==> src/rtl/fifo_pkg.sv <==
// Shared definitions for the test FIFO packet writer/reader pair.
// State codes, header defaults, length limit and payload pattern.
package fifo_pkg;

  localparam int CW = 12;

  localparam logic [7:0] HEAD0_D = 8'h55;
  localparam logic [7:0] HEAD1_D = 8'hAA;
  localparam int MAX_LEN_D = 128;
  localparam int TIMEOUT_D = 1024;

  typedef enum logic [2:0] {
    ST_IDLE = 3'd0,
    ST_PREP = 3'd1,
    ST_READ = 3'd2,
    ST_LAST = 3'd3
  } fifo_st_t;

  // Byte expected at packet index idx; index 2 is the free part byte.
  function automatic logic [7:0] exp_byte(
    input logic [CW-1:0] idx,
    input logic [7:0]    h0,
    input logic [7:0]    h1
  );
    logic [7:0] b;
    unique case (1'b1)
      (idx == 12'd0): b = h0;
      (idx == 12'd1): b = h1;
      default:        b = {1'b0, idx[6:0]};
    endcase
    return b;
  endfunction

endpackage

==> src/rtl/fifo_read_if.sv <==
// Bus bundle between the packet reader, its FIFO and controller.
// slave: reader side; master: FIFO/controller side.
interface fifo_read_if;
  import fifo_pkg::*;

  logic          fifo_empty;
  logic [7:0]    fifo_rxd;
  logic          fifo_rxen;
  logic          fs;
  logic          fd;
  logic [CW-1:0] data_len;
  logic [7:0]    part;
  logic          err;
  logic [CW-1:0] err_cnt;

  modport slave (
    input  fifo_empty,
    input  fifo_rxd,
    input  fs,
    input  data_len,
    output fifo_rxen,
    output fd,
    output part,
    output err,
    output err_cnt
  );

  modport master (
    output fifo_empty,
    output fifo_rxd,
    output fs,
    output data_len,
    input  fifo_rxen,
    input  fd,
    input  part,
    input  err,
    input  err_cnt
  );

endinterface

==> src/rtl/pkt_check.sv <==
// Per-byte comparator: flags a mismatch against the pattern and
// holds the captured part byte. Ports: rd_vld, chk_num, rxd -> mis, part.
module pkt_check
  import fifo_pkg::*;
#(
  parameter logic [7:0] HEAD0 = HEAD0_D,
  parameter logic [7:0] HEAD1 = HEAD1_D
) (
  input  logic          clk,
  input  logic          rst,
  input  logic          rd_vld,
  input  logic [CW-1:0] chk_num,
  input  logic [7:0]    rxd,
  output logic          mis,
  output logic [7:0]    part
);

  logic is_part;
  logic part_ld;

  assign is_part = (chk_num == 12'd2);
  assign part_ld = rd_vld && is_part;
  assign mis = rd_vld && !is_part &&
               (rxd != exp_byte(chk_num, HEAD0, HEAD1));

  always_ff @(posedge clk or negedge rst) begin
    if (!rst) begin
      part <= 8'h00;
    end else if (part_ld) begin
      part <= rxd;
    end
  end

endmodule

==> src/rtl/fifo_read.sv <==
// Packet reader: drains data_len bytes from a standard FIFO, checks
// header/payload, reports part/err/err_cnt with fs/fd handshake.
module fifo_read
  import fifo_pkg::*;
#(
  parameter logic [7:0] HEAD0   = HEAD0_D,
  parameter logic [7:0] HEAD1   = HEAD1_D,
  parameter int         MAX_LEN = MAX_LEN_D,
  parameter int         TIMEOUT = TIMEOUT_D
) (
  input logic        clk,
  input logic        rst,
  fifo_read_if.slave bus
);

  fifo_st_t      st;
  fifo_st_t      st_nx;
  logic [CW-1:0] len_q;
  logic [CW-1:0] req_num;
  logic [CW-1:0] chk_num;
  logic [CW-1:0] tmo_cnt;
  logic [CW-1:0] err_cnt_q;
  logic          err_q;
  logic          rd_vld;
  logic          rxen;
  logic          mis;
  logic          len_bad;
  logic          chk_last;
  logic          stall;
  logic          tmo_hit;
  logic [7:0]    part_q;

  assign len_bad  = (len_q < 12'd3) || (len_q > 12'(MAX_LEN));
  assign rxen     = (st == ST_READ) && !bus.fifo_empty &&
                    (req_num < len_q);
  assign chk_last = rd_vld && (chk_num == len_q - 12'd1);
  // Empty while reads are still owed: the only case that can time out.
  assign stall    = (st == ST_READ) && bus.fifo_empty &&
                    (req_num < len_q);
  assign tmo_hit  = stall && (tmo_cnt == 12'(TIMEOUT - 1));

  assign bus.fifo_rxen = rxen;
  assign bus.fd        = (st == ST_LAST);
  assign bus.err       = err_q;
  assign bus.err_cnt   = err_cnt_q;
  assign bus.part      = part_q;

  pkt_check #(
    .HEAD0 (HEAD0),
    .HEAD1 (HEAD1)
  ) u_chk (
    .clk     (clk),
    .rst     (rst),
    .rd_vld  (rd_vld),
    .chk_num (chk_num),
    .rxd     (bus.fifo_rxd),
    .mis     (mis),
    .part    (part_q)
  );

  always_comb begin
    st_nx = st;
    unique case (st)
      ST_IDLE: if (bus.fs) st_nx = ST_PREP;
      ST_PREP: begin
        if (len_bad) st_nx = ST_LAST;
        else if (!bus.fifo_empty) st_nx = ST_READ;
      end
      ST_READ: if (chk_last || tmo_hit) st_nx = ST_LAST;
      ST_LAST: if (!bus.fs) st_nx = ST_IDLE;
      default: st_nx = ST_IDLE;
    endcase
  end

  always_ff @(posedge clk or negedge rst) begin
    if (!rst) begin
      st        <= ST_IDLE;
      len_q     <= '0;
      req_num   <= '0;
      chk_num   <= '0;
      tmo_cnt   <= '0;
      err_cnt_q <= '0;
      err_q     <= 1'b0;
      rd_vld    <= 1'b0;
    end else begin
      st      <= st_nx;
      rd_vld  <= rxen;
      tmo_cnt <= stall ? tmo_cnt + 12'd1 : '0;
      if (st == ST_IDLE && bus.fs) begin
        len_q     <= bus.data_len;
        req_num   <= '0;
        chk_num   <= '0;
        err_cnt_q <= '0;
        err_q     <= 1'b0;
      end
      if (st == ST_PREP && len_bad) err_q <= 1'b1;
      if (rxen) req_num <= req_num + 12'd1;
      if (rd_vld) chk_num <= chk_num + 12'd1;
      if (mis) begin
        err_q <= 1'b1;
        if (err_cnt_q != 12'hFFF) err_cnt_q <= err_cnt_q + 12'd1;
      end
      if (tmo_hit) err_q <= 1'b1;
    end
  end

endmodule
==> src/flat_wrapper.sv <==
// flat-port wrapper written by rule: the top's interface ports become plain ports
module fifo_read_flat import fifo_pkg::*;
#(
  parameter logic [7:0] HEAD0   = HEAD0_D,
  parameter logic [7:0] HEAD1   = HEAD1_D,
  parameter int         MAX_LEN = MAX_LEN_D,
  parameter int         TIMEOUT = TIMEOUT_D
)
  (clk, rst, bus_fifo_empty, bus_fifo_rxd, bus_fs, bus_data_len, bus_fifo_rxen, bus_fd, bus_part, bus_err, bus_err_cnt);
  fifo_read_if bus_i ();
  input logic clk;
  input logic rst;
  input wire logic [$bits(bus_i.fifo_empty)-1:0] bus_fifo_empty;
  input wire logic [$bits(bus_i.fifo_rxd)-1:0] bus_fifo_rxd;
  input wire logic [$bits(bus_i.fs)-1:0] bus_fs;
  input wire logic [$bits(bus_i.data_len)-1:0] bus_data_len;
  output wire logic [$bits(bus_i.fifo_rxen)-1:0] bus_fifo_rxen;
  output wire logic [$bits(bus_i.fd)-1:0] bus_fd;
  output wire logic [$bits(bus_i.part)-1:0] bus_part;
  output wire logic [$bits(bus_i.err)-1:0] bus_err;
  output wire logic [$bits(bus_i.err_cnt)-1:0] bus_err_cnt;
  assign bus_i.fifo_empty = bus_fifo_empty;
  assign bus_i.fifo_rxd = bus_fifo_rxd;
  assign bus_i.fs = bus_fs;
  assign bus_i.data_len = bus_data_len;
  assign bus_fifo_rxen = bus_i.fifo_rxen;
  assign bus_fd = bus_i.fd;
  assign bus_part = bus_i.part;
  assign bus_err = bus_i.err;
  assign bus_err_cnt = bus_i.err_cnt;
  fifo_read #(.HEAD0(HEAD0), .HEAD1(HEAD1), .MAX_LEN(MAX_LEN), .TIMEOUT(TIMEOUT)) u_core (.clk(clk), .rst(rst), .bus(bus_i));
endmodule
==> config.mk <==
export PLATFORM = sky130hd
export DESIGN_NAME = fifo_read_flat
export DESIGN_NICKNAME = d
export VERILOG_FILES = /design/src/rtl/fifo_pkg.sv /design/src/rtl/fifo_read_if.sv /design/src/rtl/pkt_check.sv /design/src/rtl/fifo_read.sv /design/src/flat_wrapper.sv
export SDC_FILE = /design/constraint.sdc
export NUM_CORES = 1
export LEC_CHECK = 0
export BUFFER_PORTS_ARGS = -buffer_cell sky130_fd_sc_hd__buf_4
export CAP_MARGIN = 5
export CORE_UTILIZATION = 35
export CTS_CLUSTER_DIAMETER = 30
export CTS_CLUSTER_SIZE = 40
export DETAILED_ROUTE_END_ITERATION = 16
export GPL_TIMING_DRIVEN = 0
export PLACE_DENSITY = 0.49
export SKIP_LAST_GASP = 1
export SLEW_MARGIN = 20
export SYNTH_ARGS = -nofsm -noshare
export SYNTH_HDL_FRONTEND = slang
export SYNTH_SLANG_ARGS = --single-unit
export TNS_END_PERCENT = 10
==> constraint.sdc <==
create_clock -name clk -period 3.1 [get_ports clk]
set_input_delay 0.62 -clock clk [delete_from_list [all_inputs] [get_ports clk]]
set_output_delay 0.62 -clock clk [all_outputs]
set_load 0.01 [all_outputs]
[Word-level counts from Yosys, hierarchy flattened]
Cells that the tools add are included.
Word-level totals
  register bits after elaboration: 73
  input port bits: 24
  word-level logic and storage cells: 69
Cells by class
  add/sub/neg operators: 5
  magnitude comparators: 3
  eq/ne operators: 13
  multiplexer cells: 18
  reductions and logical operators: 21
Operators with widths (number)
  2-to-1 mux 12 bit: 7
  adder 12 x 1 -> 12 bit, second input constant: 4
  case mux 8 bit (2 select lines): 1
  2-to-1 mux 3 bit: 5
  equality test 12 x 1 -> 1 bit, second input constant: 1
  equality test 12 x 10 -> 1 bit, second input constant: 1
  equality test 12 bit: 1
  equality test 12 x 2 -> 1 bit, second input constant: 1
  > comparator 12 x 8 -> 1 bit, second input constant: 1
  logical NOT 12 bit: 1
  < comparator 12 bit: 1
  < comparator 12 x 2 -> 1 bit, second input constant: 1
  != test 12 bit, second input constant: 1
  case mux 3 bit (4 select lines): 1
  subtractor 12 x 1 -> 12 bit, second input constant: 1
  logical AND 1 bit: 11
  != test 8 bit: 1
  equality test 3 x 2 -> 1 bit, second input constant: 2
  != test 2 bit, second input constant: 3
  2-to-1 mux 1 bit: 4
  AND reduction 4 bit: 1
  nonzero test 2 bit: 2
  nonzero test 4 bit: 1
  equality test 3 x 1 -> 1 bit, second input constant: 1
  other kinds (4): 6

[Longest topological paths before layout]
  depth in word-level cells: 7
  gate-level depth with buffers: 11
  depth with buffers taken out: 9

[By module]
A second synthesis with hierarchy kept.
Unflattened totals
  cells, all modules: 465
  area, all modules: 4405.5 um^2
By module, submodules not included
  fifo_read: times used 1, cells an instance 399, area an instance 3759.9 um^2
  pkt_check: times used 1, cells an instance 66, area an instance 645.6 um^2

[Worst setup path after synthesis]
Ideal clock, no wire load.
  path type: register -> register
  start: reg u_core.len_q[2]
  end: reg u_core.st[0]
  setup time: 128 ps
  arrival time: 2470 ps
  required time: 2972 ps
  path slack: 502 ps
  cell stages (with the launch flop): 10
  buffers on the path: 0
  path through: dfrtp_1 inv_1 ha_1 a211oi_1 o21ai_0 a221oi_1 o211ai_1 o41ai_1 o221ai_2 mux2_1
Between the ends
  word-level cells in the longest chain between the ends: 6
  elaborated cells between the ends (all ways): 15
RTL lines
  from (decl): line fifo_read.sv:18  | logic [CW-1:0] len_q;
  from (signal assigned): line fifo_read.sv:90  | len_q <= bus.data_len;
  subtractor 12 x 1 -> 12 bit or < comparator 12 bit (tied branches): line fifo_read.sv:36, fifo_read.sv:39
  equality test 12 bit or logical AND 1 bit (tied branches): line fifo_read.sv:36, fifo_read.sv:38
  logical AND 1 bit (on tied branches): line fifo_read.sv:36, fifo_read.sv:40
  logical OR 1 bit: line fifo_read.sv:69  | ST_READ: if (chk_last || tmo_hit) st_nx = ST_LAST;
  != test 2 bit (no line)
  AND reduction 4 bit (no line)
  to (signal assigned): line fifo_read.sv:86  | st <= st_nx;
  to (decl): line fifo_read.sv:16  | fifo_st_t st;
Parallel ways exist; a longest one is shown, timed or not.
A chain may end at the register's enable or synchronous reset.

[Worst setup path after layout]
  start: reg u_core.len_q[2]
  end: out bus_fifo_rxen
Between the ends
  word-level cells in the longest chain between the ends: 2
RTL lines
  < comparator 12 bit: line fifo_read.sv:35  | (req_num < len_q);
  logical AND 1 bit: line fifo_read.sv:34  | assign rxen = (st == ST_READ) && !bus.fifo_empty &&
  to (decl): line flat_wrapper.sv:17  | output wire logic [$bits(bus_i.fifo_rxen)-1:0] bus_fifo_rxen;
Every way passes these cells.

==> results.md <==
* Mapped Area at roughly 0.0046 mm2
* Io pins at 47
* Worst-case clock buffer depth at 2
* Leak at 2.46 nW
* Tightest Pin Transition at 0.933 ns
* Pwr Density at just under 800 mW/mm2
* Placed cell area at a little over 0.005 mm2
* Status: finished, final reports clean
* CTS tree: yes
* Syn. warnings at 0
* Final Util at 43.3%
* Syn avg cell area at 9.60 um2
* RSZ-0062 raised after global routing: true
* Post-cts hold buffer count at 0
* Max-cap viol count at 0
* Post-Place Cells at around 700
* Number of clock sinks at slightly above 70
* EDFF count, synth at 0
* Final Critical Period at approximately 3 ns
* H-tree depth at 3
* First-pass GRT wire length at about 18 mm
* IO Port Bufs at between 40 and 50
* Endpoint class of the critical path: output port
* Area contributors post-synth: dfrtp_1 (39%), ha_1 (6.8%), mux2_2 (5.4%), o21ai_0 (4.4%), nand3_1 (3.7%)
* Largest net degree at the start of global routing at between 70 and 80
* Setup CP Type: flop to output port
* Cell Count, Final, Fillers Out at 714
* Share of layout cells above drive strength 1 at between 20 and 25%
* ANT cells at 0
* RR Startpoint: u_core.chk_num[1]
* Top-area cell type share of the netlist area at 39.2%
* DIE AREA at about 0.014 mm2
* Final period utilization at a little over nine tenths
* Max IR drop VDD at around 360 uV
* Final wirelength at between 10 and 15 mm
* Slew HR at between 30% and 40%
* Post-DP HPWL at 7.76 mm
* Area Overhead vs Synth at 19.8%
* Starting Density at a little over a third
* Post-route cell area at about 0.0055 mm2
* Leading area contributor after synthesis: dfrtp_1
* Critical path launch point: u_core.len_q[2]
* Tot GR Track Use at about 17%
* FFs w/ async S/R, synth at 100%
* GPL Wtd Cong at 0.776
* Multi-input gate area at between 0.002 and 0.003 mm2
* Count of pins over their slew limit at 0
* Cell variety after synth at 69
* # rows at between 40 and 50
* Vias in the first global route at about 3600
* Drc violations at 0
* R2R cell count at 9
* Arrival time at the worst endpoint at 2.38 ns
* Post-synth top cells: dfrtp_1 (72), o21ai_0 (40), nand2_1 (39)
* Top_reg_cell synth: dfrtp_1
* Flops & latches, synth at between 70 and 80
* CP Data Required Time at roughly 2.5 ns
* Worst Hold Class: input pin to async pin
* Nets@finish at 586
* Skew-Pair Late Insertion Delay at 0.33 ns
* Peak Freq at 0.333 GHz
* Worst R2R End: u_core.bus.err_cnt[8]
* Die H at 117 um
* Register area share after synthesis at 39.2%
* Via count at roughly 3800
* Crit-path max FO at 10
* Syn Nets at about 530
* Cells after Synth at around 480
* Most common cell in the netlist: dfrtp_1
* Post-route ant nets at 0
* Setup Skew at a little over 0.004 ns
* Iter 0 DRT Violations at between 200 and 250
* CTS clk-pin slew, worst paths at 0.05 ns
* CTS Buf Count at 9
* Final Hold Viols at 0
* Register Area at 0.00180 mm2
* Total global routing overflow at 0
* Chip Width at 117 um
* Average vias per placed instance at roughly 5.3
* Initial DRT Pass Iterations at 4
* Initial antenna violation count at 0
* Setup TNS at 0 ns
* Final Power at 4.35 mW
* Final setup vio count at 0
* Reg2Reg Setup Slack at around 0.19 ns
* CTS root buf: clkbuf_16
* Startpoint Class: flop
* Core ar. at around 0.013 mm2
* Fillers at ~1300
* Routed length per instance at between 15 and 20 um
[sequential cells by signal (all words and copies together) (netlist names)]
name / cells
u_core.bus.err: 1
u_core.len_q: 12
u_core.st: 2
u_core.bus.err_cnt: 12
u_core.chk_num: 12
u_core.u_chk.part: 8
u_core.rd_vld: 1
u_core.req_num: 12
u_core.tmo_cnt: 12
[worst max-delay path, stage by stage, from the launching register on]
cell	delay, ns
dfrtp_2	0.46
inv_2	0.11
ha_1	0.24
a211oi_1	0.21
o21ai_0	0.15
a221oi_2	0.30
o211ai_1	0.14
clkbuf_4	0.22
inv_4	0.10
buf_4	0.12
[logic make-up (layout without fill, tap and decap cells)]
| kind of cell | Yosys count | count (layout) | synth area share (%) |
|---|---|---|---|
| and+or+nand+nor | 184 | 184 | 22.1 |
| AOI/OAI and AO/OA | 98 | 98 | 15.4 |
| DFF | 72 | 72 | 39.2 |
| buffers and inverters | 43 | 106 | 4.22 |
| xor gates and xnor gates | 30 | 30 | 5.71 |
| muxes | 27 | 27 | 6.53 |
| adders and majority gates | 25 | 25 | 6.80 |
[report_power, final]
group	switching [mW]	total (mW)	internal [mW]	leakage, nW
Combinational	0.951	1.80	0.847	1.36
Sequential	0.273	1.43	1.16	0.944
Clock	0.395	1.12	0.722	0.158
[area by class of cell]
type	instances	area share, %
Clock buffer	10	4.34
Multi-Input combinational cell	364	47.4
Timing Repair Buffer	48	6.54
Tap cell	172	3.91
Clock inverter	6	1.50
Inverter	22	1.55
Buffer	20	2.02
Sequential cell	72	32.8
[per-layer routing]
metal	track usage [%]	share of wire [%]	vias up
li1	-	-	1877
met2	27.8	49	40
met1	22.2	47	1829
met4	4.39	1.1	0
met3	4.51	2.9	8
met5	0	0	-
[placed cells by master (no fill, tap or decap), types with 4 or more instances in the layout]
cell type / instances
nor4_1: 4
nor3_1: 9
or3_1: 6
clkbuf_16: 9
nor2_1: 32
nand2_1: 39
nor2b_1: 4
inv_1: 20
a21oi_1: 7
clkbuf_1: 12
dfrtp_1: 70
o21ai_0: 40
xor2_1: 18
mux2_2: 22
and3_1: 11
xnor2_1: 12
a21o_1: 4
a211o_1: 5
nand4_1: 8
nand3_1: 34
buf_6: 4
ha_1: 25
buf_4: 48
nor3b_1: 10
o211ai_1: 4
[per-stage QoR]
stage / hold slack (ns) / worst slack, ns
2_1_floorplan: 0.324 / 0.502
3_3_place_gp: 0.472 / -0.0377
3_5_place_dp: 0.477 / 0.000864
4_1_cts: 0.473 / 0.0121
5_1_grt: 0.499 / -0.0790
6_report: 0.433 / 0.0952
[worst max path at each step]
stage | to | slack (ns) | cells after the start
finish | bus_fifo_rxen | 0.1 | 9
global route | bus_fifo_rxen | -0.08 | 9
CTS | bus_fifo_rxen | 0.01 | 9
detailed placement | bus_fifo_rxen | 0.0009 | 9
global placement | bus_fifo_rxen | -0.04 | 9
floorplan | u_core.st[0] | 0.50 | 9
[what timing repair did]
| item | in CTS | in global routing |
|---|---|---|
| resized for setup | 6 | 2 |
| setup buffers | 0 | 2 |
| gates cloned | 0 | 0 |
| endpoints found under the setup margin | 3 | 5 |
| pin swaps | 1 | 1 |
(Power assumes the default switching activity.)
